<file path="config.mk">
export PLATFORM = sky130hd
export DESIGN_NAME = dreimann_dice_roller
export DESIGN_NICKNAME = d
export VERILOG_FILES = /design/src/rtl/dreimann_dice_roller.sv
export SDC_FILE = /design/constraint.sdc
export NUM_CORES = 1
export LEC_CHECK = 0
export CAP_MARGIN = 20
export CORE_UTILIZATION = 62
export CTS_CLUSTER_DIAMETER = 50
export DETAILED_ROUTE_END_ITERATION = 12
export GPL_TIMING_DRIVEN = 0
export HOLD_SLACK_MARGIN = 0.03
export PLACE_DENSITY_LB_ADDON = 0.3
export SYNTH_ARGS = -nofsm -noshare
export SYNTH_HDL_FRONTEND = slang
export SYNTH_SLANG_ARGS = --single-unit
</file>
<file path="constraint.sdc">
create_clock -name clk -period 3.6 [get_ports clk]
set_clock_uncertainty 0.2 [all_clocks]
set_input_delay 0.36 -clock clk [delete_from_list [all_inputs] [get_ports clk]]
set_output_delay 0.36 -clock clk [all_outputs]
set_load 0.05 [all_outputs]
</file>
<file path="src/rtl/dreimann_dice_roller.sv">
// rtl/dreimann_dice_roller.sv - two-dice roller: synchronized/debounced button, free-running LFSR, roll FSM
// Optional feature macro: DREIMANN_DICE_ANIM_EN (dice tumble on every animation step during ROLL)

module dreimann_dice_roller #(
   parameter int DEBOUNCE_CYCLES = 4,
   parameter int ANIM_STEPS      = 8,
   parameter int ANIM_DIV        = 2
) (
   input  logic       clk,
   input  logic       rst,
   input  logic       roll_i,
   output logic [2:0] dice_a_o,
   output logic [2:0] dice_b_o,
   output logic       valid_o,
   output logic       busy_o,
   output logic       pasch_o,
   output logic       three_o
);

   typedef enum logic [1:0] {IDLE, ROLL, DONE} state_t;

   localparam logic [7:0]  DB_LAST    = 8'(DEBOUNCE_CYCLES - 1);
   localparam logic [7:0]  DIV_LAST   = 8'(ANIM_DIV - 1);
   localparam logic [7:0]  STEP_LAST  = 8'(ANIM_STEPS - 1);
   localparam logic [15:0] LFSR_SEED  = 16'hACE1;
   localparam logic [15:0] LFSR_TAPS  = 16'hB400;

   // 3-bit value mod 6, plus one: 0..5 -> 1..6, 6 -> 1, 7 -> 2
   function automatic logic [2:0] face(input logic [2:0] v);
      return (v >= 3'd6) ? v - 3'd5 : v + 3'd1;
   endfunction

   logic        sync1, sync2;
   logic        db_level, db_prev, rise_q;
   logic [7:0]  db_cnt;
   logic [15:0] lfsr;
   logic [7:0]  div_cnt, step_cnt;
   state_t      state_q, state_d;
   logic [2:0]  face_a, face_b;
   logic        tick, last_step, dice_upd;

   assign face_a    = face(lfsr[2:0]);
   assign face_b    = face(lfsr[10:8]);
   assign tick      = (div_cnt == DIV_LAST);
   assign last_step = tick && (step_cnt == STEP_LAST);

`ifdef DREIMANN_DICE_ANIM_EN
   assign dice_upd = (state_q == ROLL) && tick;
`else
   assign dice_upd = (state_q == ROLL) && last_step;
`endif

   always_ff @(posedge clk) begin
      if (rst) begin
         sync1    <= 1'b0;
         sync2    <= 1'b0;
         db_level <= 1'b0;
         db_prev  <= 1'b0;
         rise_q   <= 1'b0;
         db_cnt   <= 8'd0;
         lfsr     <= LFSR_SEED;
      end else begin
         sync1    <= roll_i;
         sync2    <= sync1;
         db_prev  <= db_level;
         rise_q   <= db_level & ~db_prev;
         lfsr     <= {1'b0, lfsr[15:1]} ^ (lfsr[0] ? LFSR_TAPS : 16'h0000);
         // any sample agreeing with the current level restarts the stability count
         if (sync2 != db_level) begin
            if (db_cnt == DB_LAST) begin
               db_level <= sync2;
               db_cnt   <= 8'd0;
            end else begin
               db_cnt <= db_cnt + 8'd1;
            end
         end else begin
            db_cnt <= 8'd0;
         end
      end
   end

   always_ff @(posedge clk) begin
      if (rst) state_q <= IDLE;
      else     state_q <= state_d;
   end

   // edges arriving outside IDLE are dropped, never queued
   always_comb begin
      state_d = state_q;
      case (state_q)
         IDLE:    if (rise_q) state_d = ROLL;
         ROLL:    if (last_step) state_d = DONE;
         DONE:    state_d = IDLE;
         default: state_d = IDLE;
      endcase
   end

   always_ff @(posedge clk) begin
      if (rst) begin
         div_cnt  <= 8'd0;
         step_cnt <= 8'd0;
         dice_a_o <= 3'd1;
         dice_b_o <= 3'd1;
         pasch_o  <= 1'b0;
         three_o  <= 1'b0;
      end else begin
         if (state_q == ROLL) begin
            if (tick) begin
               div_cnt  <= 8'd0;
               step_cnt <= step_cnt + 8'd1;
            end else begin
               div_cnt <= div_cnt + 8'd1;
            end
         end else begin
            div_cnt  <= 8'd0;
            step_cnt <= 8'd0;
         end
         if (dice_upd) begin
            dice_a_o <= face_a;
            dice_b_o <= face_b;
         end
         if ((state_q == ROLL) && last_step) begin
            pasch_o <= (face_a == face_b);
            three_o <= (face_a == 3'd3) || (face_b == 3'd3);
         end
      end
   end

   assign valid_o = (state_q == DONE);
   assign busy_o  = (state_q != IDLE);

endmodule
</file>
==> load_flow_metrics.sql <==
INSERT INTO impl_metrics (metric_group, metric, value, unit) VALUES
('status', 'status', 'complete, no violations', ''),
('worst_setup_path', 'timing.critical_path.fanout_max', '4', ''),
('finish', 'n_antenna_cell', '0', ''),
('min_path', 'min-delay-path-class', 'reg2reg', ''),
('grt', 'grt_pass1_vias', '1240', ''),
('synthesis', 'synth_seq_area_share', '0.503', ''),
('drt', 'antenna_left', '0', ''),
('clock_tree', 'postCtsSetupRepairBufs', '0', ''),
('worst_setup_path', 'setup.reg_to_reg.worst_slack', '1.43', 'ns'),
('clock_tree', 'cts_root_buf', 'sky130_fd_sc_hd__clkbuf_4', ''),
('place', 'detailedPlacementHpwl', '2.57', 'mm'),
('drt', 'route.vias.total', '1543', ''),
('worst_setup_path', 'r2r_cells', '5', ''),
('finish', 'stdcell_count', '293', ''),
('sta', 'postLayoutSetupSlackWorst', '1.36', 'ns'),
('clock_tree', 'clk-insertion-delay-late', '0.37', 'ns'),
('finish', 'nFillCells', '305', ''),
('grt', 'overflow', '0', ''),
('floorplan', 'die_height', '61.4', 'um'),
('sta', 'final-hold-violation-count', '0', ''),
('grt', 'globalRouteTotalUtil', '0.208', ''),
('drt', 'drtIter0Drc', '54', ''),
('power', 'powerDensity', '387', 'nW/um2'),
('floorplan', 'floorplan.die.width', '61.4', 'um'),
('synthesis', 'ys.warnings.count', '0', ''),
('synthesis', 'mappedNetlistNets', '240', ''),
('worst_setup_path', 'critical-path-top-delay-family', 'buffers and inverters', ''),
('worst_setup_path', 'worstReg2RegEnd', 'pasch_o$_SDFFE_PP0P_', ''),
('worst_setup_path', 'worst_r2r_startpoint', 'div_cnt[0]$_SDFF_PP0_', ''),
('power', 'totalPowerFinal', '0.937', 'mW'),
('grt', 'globalRouteMet3Util', '0.0441', ''),
('floorplan', 'die_area', '3780', 'um2'),
('synthesis', 'post_synth_inst_count', '227', ''),
('grt', 'top_usage_layer', 'met1', ''),
('sta', 'final.min_clock_period', '2.24', 'ns'),
('worst_setup_path', 'crit_required', '3.04', 'ns'),
('place', 'gp_routability_congestion', '0.817', ''),
('floorplan', 'boundaryPins', '13', ''),
('worst_setup_path', 'timing.critical_path.slowest_cell_delay', '0.80', 'ns'),
('sta', 'setup_total_negative_slack', '0', 'ns'),
('clock_tree', 'cts_buffers', '5', ''),
('synthesis', 'synth_area_per_cell', '9.65', 'um2'),
('floorplan', 'row_cnt', '21', ''),
('power', 'vdd_drop_max', '0.370', 'mV'),
('drt', 'first_pass_iters', '4', ''),
('clock_tree', 'cts.repair.resized', '0', ''),
('place', 'place_inst', '285', ''),
('worst_setup_path', 'worst-setup-path-type', 'reg2out', ''),
('finish', 'final_core_utilization', '0.719', ''),
('worst_setup_path', 'cp_cell_sequence', 'nor2b_1 > clkdlybuf4s50_1', ''),
('place', 'place_ws', '1.49', 'ns'),
('sta', 'maxClockFrequency', '447', 'MHz'),
('drt', 'route.detailed.wl_per_inst', '12.2', 'um'),
('drt', 'drc_errors', '0', ''),
('grt', 'grt_start_max_net_pins', '16', ''),
('finish', 'fin_nets', '259', ''),
('flow_run', 'max_cap_violations', '0', ''),
('floorplan', 'core-area', '3360', 'um2'),
('worst_setup_path', 'slowest_stage', 'sky130_fd_sc_hd__clkdlybuf4s50_1', ''),
('sta', 'layout_worst_path_cycle_share', '0.622', ''),
('clock_tree', 'cts.sinks', '55', ''),
('clock_tree', 'clock_tree_from_tritoncts', 'yes', ''),
('min_path', 'timing.hold.worst.start', 'db_prev$_SDFF_PP0_', ''),
('min_path', 'holdPathEnd', 'rise_q$_SDFF_PP0_', ''),
('grt', 'grt_antenna_before_repair', '0', ''),
('place', 'placement.io_buffers', '12', ''),
('sta', 'slew-limit-headroom', '0.620', ''),
('grt', 'grt_util_met2', '0.293', ''),
('worst_setup_path', 'timing.critical_path.arrival', '1.68', 'ns'),
('grt', 'grt_pass1_wl', '5.60', 'mm'),
('finish', 'post_route_cells_drive_above_1_share', '0.0648', '');
==> area by class of cell <==
type                    count  area, um2  share of cell area
repair buffers             12        120              0.0497
clock inverters             1       5.00             0.00207
multi-input cells         162       1050               0.435
flip-flops and latches     55       1100               0.455
inverters                   5       18.8             0.00776
well taps                  46       57.6              0.0238
plain buffers               5       20.0             0.00828
clock buffers               7       45.0              0.0186
==> logic make-up (layout without fill, tap and decap cells) <==
family | Yosys count | count (layout) | synth area share
buffers and inverters | 10 | 30 | 0.0177
adder cells (fa/ha/maj) | 10 | 10 | 0.0640
AND/OR/NAND/NOR | 105 | 105 | 0.255
flip-flops | 55 | 55 | 0.503
AO/OA/AOI/OAI | 19 | 19 | 0.0491
XOR/XNOR | 28 | 28 | 0.112
==> synth_stat cells <==
library cell,count,area [um2]
sky130_fd_sc_hd__nor2b_1,13,81.3
sky130_fd_sc_hd__or3_1,1,6.26
sky130_fd_sc_hd__o21ai_0,4,20.0
sky130_fd_sc_hd__nor4b_1,1,8.76
sky130_fd_sc_hd__a22oi_1,2,15.0
sky130_fd_sc_hd__or2_2,4,25.0
sky130_fd_sc_hd__clkinv_1,1,3.75
sky130_fd_sc_hd__ha_1,8,100
sky130_fd_sc_hd__and3_1,4,25.0
sky130_fd_sc_hd__and2_1,3,18.8
sky130_fd_sc_hd__nand4_1,5,31.3
sky130_fd_sc_hd__nand2_1,14,52.6
sky130_fd_sc_hd__or4b_4,1,13.8
sky130_fd_sc_hd__a21oi_1,9,45.0
sky130_fd_sc_hd__nor2_1,28,105
sky130_fd_sc_hd__nor4bb_1,1,10.0
sky130_fd_sc_hd__nand3_1,15,75.1
sky130_fd_sc_hd__fa_1,2,40.0
sky130_fd_sc_hd__nor4_2,1,12.5
sky130_fd_sc_hd__nor4b_2,1,15.0
sky130_fd_sc_hd__inv_1,4,15.0
sky130_fd_sc_hd__and3_2,1,7.51
sky130_fd_sc_hd__xor2_1,14,123
sky130_fd_sc_hd__clkbuf_1,4,15.0
sky130_fd_sc_hd__nor4_1,2,12.5
sky130_fd_sc_hd__nor3_1,7,35.0
sky130_fd_sc_hd__nand2b_1,1,6.26
sky130_fd_sc_hd__a211oi_1,3,22.5
sky130_fd_sc_hd__and4_1,1,8.76
sky130_fd_sc_hd__xnor2_1,14,123
sky130_fd_sc_hd__dfxtp_1,55,1100
sky130_fd_sc_hd__o21ai_1,1,5.00
sky130_fd_sc_hd__and2_2,1,7.51
sky130_fd_sc_hd__buf_2,1,5.00
==> through the flow <==
step	hold slack (ns)	instance area, um2
2_1_floorplan	0.167	2190
3_3_place_gp	0.172	2370
3_5_place_dp	0.176	2370
4_1_cts	0.195	2420
5_1_grt	0.208	2420
6_report	0.196	2420
==> flip-flops by register name, summed over array words and instances, names as in the netlist, 2 cells and up <==
name,count
db_cnt,8
dice_a_o,3
dice_b_o,3
div_cnt,8
lfsr,16
state_q,2
step_cnt,8
==> power breakdown <==
group          total (mW)  internal (mW)  switching [mW]  leakage, nW
sequential          0.630          0.622         0.00735        0.448
clock               0.256         0.0766           0.180       0.0293
combinational      0.0503         0.0239          0.0265        0.402
==> layer usage <==
| metal | vias up | share of wire |
|---|---|---|
| met1 | 717 | 0.51 |
| met3 | 8 | 0.030 |
| met4 | 0 | 0.023 |
| li1 | 799 | - |
| met2 | 19 | 0.43 |
| met5 | - | 0 |
==> worst reg2reg max path: cells and delay by family (launching register included) <==
family / cells / cell delay, ns
and+or+nand+nor: 3 / 1.12
DFF: 1 / 0.41
adders and majority gates: 1 / 0.19
AOI/OAI and AO/OA: 1 / 0.14
==> worst max-delay path by stage <==
stage	from	cells past startpoint	slack [ns]	to
2_1_floorplan	div_cnt[0]$_SDFF_PP0_	5	1.76	step_cnt[7]$_SDFFE_PP0P_
4_1_cts	state_q[1]$_SDFFE_PP0P_	2	1.35	valid_o
6_report	state_q[1]$_SDFFE_PP0P_	2	1.36	valid_o
5_1_grt	div_cnt[0]$_SDFF_PP0_	5	1.24	pasch_o$_SDFFE_PP0P_
3_3_place_gp	div_cnt[0]$_SDFF_PP0_	5	1.49	pasch_o$_SDFFE_PP0P_
3_5_place_dp	div_cnt[0]$_SDFF_PP0_	5	1.49	pasch_o$_SDFFE_PP0P_
==> cell usage in the layout, fill, tap and decap left out, drive strengths merged <==
master,instances
nand2,14
nand2b,1
a211oi,3
xnor2,14
clkdlybuf4s50,12
buf,1
inv,4
nor2,28
fa,2
ha,8
nor3,7
nand4,5
xor2,14
a21oi,9
clkinv,2
nor4bb,1
and2,4
o21ai,5
nor2b,13
and3,5
nor4b,2
clkbuf,11
and4,1
dfxtp,55
or2,4
nor4,3
or3,1
a22oi,2
or4b,1
nand3,15
No activity file was read; power rests on OpenSTA's default activity.
